### config.mk
export PLATFORM = sky130hd
export DESIGN_NAME = sample_stepper
export DESIGN_NICKNAME = d
export VERILOG_FILES = /design/src/rtl/rast_pkg.sv /design/src/rtl/sample_stepper.sv
export SDC_FILE = /design/constraint.sdc
export NUM_CORES = 1
export LEC_CHECK = 0
export BUFFER_PORTS_ARGS = -buffer_cell sky130_fd_sc_hd__buf_2
export CAP_MARGIN = 30
export CORE_MARGIN = 2
export CORE_UTILIZATION = 46
export DETAILED_ROUTE_END_ITERATION = 8
export GPL_TIMING_DRIVEN = 0
export PLACE_DENSITY_LB_ADDON = 0.12
export SYNTH_ARGS = -nofsm -noshare
export SYNTH_HDL_FRONTEND = slang
export SYNTH_SLANG_ARGS = --single-unit
### constraint.sdc
create_clock -name vclk -period 4.98
set_input_delay 0.498 -clock vclk [all_inputs]
set_output_delay 0.498 -clock vclk [all_outputs]
set_load 0.05 [all_outputs]
### src/rtl/rast_pkg.sv
// Shared types and constants for the subsample test iterator.
package rast_pkg;

    localparam int unsigned SIGFIG       = 24;
    localparam int unsigned RADIX        = 10;
    localparam int unsigned VERTS        = 3;
    localparam int unsigned AXIS         = 3;
    localparam int unsigned COLORS       = 3;
    localparam int unsigned MAX_SS_W_LG2 = 3;

    typedef enum logic {
        WAIT = 1'b0,
        TEST = 1'b1
    } iter_state_t;

    // x sits in the low half so that [0]=x, [1]=y
    typedef struct packed {
        logic signed [SIGFIG-1:0] y;
        logic signed [SIGFIG-1:0] x;
    } sample_t;

    // ll in the low half so that [0]=lower-left, [1]=upper-right
    typedef struct packed {
        sample_t ur;
        sample_t ll;
    } box_t;

    typedef logic [VERTS-1:0][AXIS-1:0][SIGFIG-1:0] tri_t;
    typedef logic [COLORS-1:0][SIGFIG-1:0]           color_t;

    // Subsample step in fixed point; out-of-range log2 values clamp to the finest grid
    function automatic logic [SIGFIG-1:0] step_from_lg2(input logic [3:0] lg2);
        logic [3:0] eff;
        eff = (lg2 > 4'(MAX_SS_W_LG2)) ? 4'(MAX_SS_W_LG2) : lg2;
        return SIGFIG'(1) << (4'(RADIX) - eff);
    endfunction

endpackage

### src/rtl/sample_stepper.sv
// Combinational next-sample logic for the box walk.
// Build option: TEST_ITER_SERPENTINE_EN selects a boustrophedon scan.
module sample_stepper
    import rast_pkg::*;
(
    input  sample_t           cur,
    input  box_t              box,
    input  logic [SIGFIG-1:0] step,
    input  logic              row_odd,
    output sample_t           nxt,
    output logic              row_wrap,
    output logic              box_done
);

    localparam int unsigned EW = SIGFIG + 1;

    logic signed [EW-1:0] x_e, y_e, st_e, llx_e, lly_e, urx_e, ury_e;
    logic signed [EW-1:0] x_fwd, y_nxt;
    logic                 degenerate;

    // One extra bit of headroom so stepping past the extremes cannot wrap
    assign x_e   = {cur.x[SIGFIG-1], cur.x};
    assign y_e   = {cur.y[SIGFIG-1], cur.y};
    assign st_e  = {1'b0, step};
    assign llx_e = {box.ll.x[SIGFIG-1], box.ll.x};
    assign lly_e = {box.ll.y[SIGFIG-1], box.ll.y};
    assign urx_e = {box.ur.x[SIGFIG-1], box.ur.x};
    assign ury_e = {box.ur.y[SIGFIG-1], box.ur.y};
    assign x_fwd = x_e + st_e;
    assign y_nxt = y_e + st_e;

    // An inverted box on either axis yields only the lower-left sample
    assign degenerate = (urx_e < llx_e) || (ury_e < lly_e);

`ifdef TEST_ITER_SERPENTINE_EN
    logic signed [EW-1:0] x_bwd;
    assign x_bwd = x_e - st_e;

    // Even rows walk right, odd rows walk left; the edge column is reused on a row change
    always_comb begin
        nxt      = cur;
        row_wrap = 1'b0;
        if (row_odd) begin
            row_wrap = (x_bwd < llx_e);
            if (!row_wrap) nxt.x = x_bwd[SIGFIG-1:0];
        end else begin
            row_wrap = (x_fwd > urx_e);
            if (!row_wrap) nxt.x = x_fwd[SIGFIG-1:0];
        end
        if (row_wrap) nxt.y = y_nxt[SIGFIG-1:0];
        box_done = degenerate || (row_wrap && (y_nxt > ury_e));
    end
`else
    logic unused_row_odd;
    assign unused_row_odd = row_odd;

    // Raster walk: every row runs left to right and restarts at ll.x
    always_comb begin
        nxt      = cur;
        row_wrap = (x_fwd > urx_e);
        if (row_wrap) begin
            nxt.x = box.ll.x;
            nxt.y = y_nxt[SIGFIG-1:0];
        end else begin
            nxt.x = x_fwd[SIGFIG-1:0];
        end
        box_done = degenerate || (row_wrap && (y_nxt > ury_e));
    end
`endif

endmodule

# After elaboration in Yosys (flattened, before gate mapping)
# Index checks and enable logic that the tools add are counted.
[word_totals]
regBits = 0
latch_bits = 0
mem_bits_rw = 0
word_cells = 11
rom_bits = 0
n_memories = 0
[op_classes]
div_mod_pow = 0
order_cmp = 4
multipliers = 0
n_eq_ne = 0
mux = 2
bitwise = 0
reduce_logical = 3
n_shift = 0
add_sub_neg = 2
[ops]
columns = ["op", "count"]
rows = [
  ["adder 24 x 25 -> 25 bit", 2],
  ["greater-than comparator 25 x 24 -> 1 bit", 2],
  ["less-than comparator 24 bit", 2],
  ["two-way mux 24 bit", 2],
  ["logical OR 1 bit", 2],
  ["logical AND 1 bit", 1],
]

# Logic depth before layout (Yosys ltp)
[logic_depth]
ltp_word = 4
ltp_mapped = 19

# Worst setup path after synthesis
# OpenSTA, ideal clock, no wires.
[synth_timing]
path_type = "input -> output"
startpoint = "in cur[0] (netlist bit)"
endpoint = "out nxt[0] (netlist bit)"
required_ns = 4.482
arrival_ns = 5.463
slack_ns = -0.981
stages = 18
path_buffers = 1
path_cell_list = "ha_1 > fa_1 > a211oi_1 > o211ai_1 > a41oi_1 > o211ai_1 > a21oi_1 > o21ai_0 > xor2_1 > ha_1 > nand2_1 > nor4_1 > a21oi_1 > o31a_1 > a31oi_2 > inv_2 > buf_2 > o21ai_0"
[synth_lines]
columns = ["element", "line", "source"]
rows = [
  ["from (decl)", "sample_stepper.sv:6", "input sample_t cur,"],
  ["to (decl)", "sample_stepper.sv:10", "output sample_t nxt,"],
]

==> impl_results.md <==
- DR WL/cell: 16.3 um
- Cell Area, Placed: 6550 um2
- Sequential fraction of the synthesis area: 0%
- Syn_nets: 1022
- Most frequent cells in the layout: buf_2 (159), ha_1 (130), inv_1 (105), a21oi_1 (53), buf_6 (42)
- Setup slack after layout: -127 ps
- Fin area: 8260 um2
- Combinational share of power: 100.0%
- Setup TNS: -2690 ps
- Synth top area cells: ha_1 (35%), inv_1 (7.6%), mux2_2 (5.9%)
- Synth area leader: ha_1
- Run status: finished, violations left
- I/O pins: 219
- Die area: 12100 um2
- Max-Cap Viols: 0
- Avg Synthesized Cell Area: 7.30 um2
- Max Slew Vio Count: 0
- Vias/cell: 5.53
- Min cycle time layout: 5110 ps
- Initial antenna violation count: 1
- Buf+Inv Stages, Crit Path: 5
- Final hold vios: 0
- First-pass GRT wire length: 25.6 mm
- Vias in the first global route: 5611
- Distinct cells, synth: 57
- Pint: 1.09 mW
- NetSw: 1.30 mW
- Critical-path top delay cell: or4_4
- ANT nets after route: 0
- CP startpoint kind: input pin
- Final HPWL DP: 13.2 mm
- Initial Util: 47.4%
- Die W: 110 um
- Total grt overflow: 0
- GP Congestion: 0.878
- Nets: 1295
- DRT Pass-1 Iters: 5
- Worst Hold Class: input pin to output pin
- PortBufs: 218
- Worst EP arrival: 4610 ps
- Via count: 6188
- Final core utilization: 75.9%
- Crit path kind: input pin to output pin
- Seq Cell Count: 0
- Required time of the worst setup path: 4480 ps
- VDD IR max: 0.000217 V
- Max Freq: 0.196 GHz
- Mapped Area: 5160 um2
- CLK BUF: 0
- Fin crit share: 103%
- CP top delay family: compound AO/OA/AOI/OAI gates
- P per Cell Area: 290 nW/um2
- RSZ-0062 raised after global routing: yes
- Critical path cell sequence: buf_2, ha_4, nand3_1, or2_4, or4_4, a221o_1, o211ai_2, xor2_2, ha_4, nand3_4, nor2_2, and2_1, o31a_1, a31oi_4, buf_12, clkinv_8, buf_12, mux2_4, buf_8
- Die Height: 110 um
- Top fanout value on the critical path: 8
- Slew HR: 68.5%
- Ys Warns: 0
- Most common cell after layout, fill and taps aside: buf_2
- Endpoints failing setup: 43
- Cells after synthesis: 707
- Sequential Power Share: 0%
- Crit-path max cell delay: 440 ps
- DR iter-0 viols: 248
- Layout fillers: 839
- Final wirelength: 18.2 mm
- Actual slew at the worst max-slew pin: 467 ps
- Worst setup EP type: output pin
- Storage element area: 0 um2
- Number of hold buffers added after cts: 0
- Tot GR Track Use: 26.1%
- Drc violations: 0
- Layout cells sized above 1: 41.1%
- Pin count of the biggest net entering global routing: 11
- Core box area: 10900 um2
- Site Rows: 38
- Sw Ratio: 54.4%
- Part of the power in the clock network: 0%
- Synth top area share: 34.9%
- Failing checks: negative setup slack
- Lkg Pwr: 4.49 nW
- Layout area overhead: 60.1%
-- Yosys cell counts (3+ instances only) --
library cell,number
and2_1,3
nor2b_1,9
xnor2_1,27
inv_1,105
nor2_1,25
o21a_1,5
xor2_1,14
o211ai_1,10
or4_1,4
nand3_1,13
clkbuf_1,3
ha_1,144
or3_1,5
a211oi_1,9
nand2_1,53
o21ai_0,49
nand2b_1,8
buf_2,3
a21oi_1,58
o2111ai_1,3
mux2_2,27
a21o_1,40
nand4_1,17
and3_1,8
o21bai_1,7
a221o_1,3
nor3_1,10
a31oi_1,8
-- path summary, 6_finish.rpt --
check | startpoint | end | cells after the start
max | step[11] | nxt[44] | 19
min | box[23] | nxt[23] | 3
-- power groups by stage --
stage                  Clock, mW  Sequential [mW]  Combinational, mW
floorplan                      0                0               1.23
global placement               0                0               1.61
detailed placement             0                0               1.61
CTS                            0                0               1.93
global route                   0                0               2.54
finish              0.0000000270                0               2.40
-- through the flow --
stage	setup WS [ps]	total power, mW	hold slack (ps)	cells
final	-127	2.40	1370	1119
after global routing	-250	2.54	1380	1118
after CTS	-83.7	1.93	1370	1092
after detailed placement	-921	1.61	1410	1065
after global placement	-903	1.61	1410	1065
after floorplan	30.9	1.23	1200	707
-- layer usage --
layer / vias to the layer above / GRT usage (%) / part of all wire (%)
met3: 22 / 3.20 / 6.3
li1: 3145 / - / -
met5: - / 0 / 0.038
met1: 2807 / 35.1 / 43
met4: 2 / 3.98 / 1.5
met2: 212 / 45.3 / 49
-- cell type report --
class,count,area (um2),share of cell area [%]
Antenna cell,1,2.50,0.0303
Buffer,6,115,1.39
Inverter,106,410,4.97
Multi-Input combinational cell,595,5450,65.9
Tap cell,140,175,2.12
Timing Repair Buffer,270,2100,25.5
Timing Repair inverter,1,8.76,0.106
-- worst min-delay path, cell delays in order --
cell,delay [ps]
buf_2,90
mux2_4,150
buf_8,130
-- logic make-up (layout without fill, tap and decap cells) --
group	after synthesis	in the layout	synth area share [%]
multiplexers	29	29	6.30
AND/OR/NAND/NOR	164	164	15.8
other	0	1	0
AO/OA/AOI/OAI	214	214	26.7
XOR/XNOR	42	42	7.27
buffers and inverters	112	383	8.22
adder cells (fa/ha/maj)	146	146	35.7
-- what timing repair did --
| item | in CTS | in global routing |
|---|---|---|
| gates cloned | 1 | 4 |
| gates resized for setup | 134 | 173 |
| endpoints found under the setup margin | 50 | 50 |
| setup buffers | 26 | 24 |
| endpoints found under the hold margin | 0 | 0 |
| pin swaps | 48 | 33 |
Power figures use the tool's default switching activity.
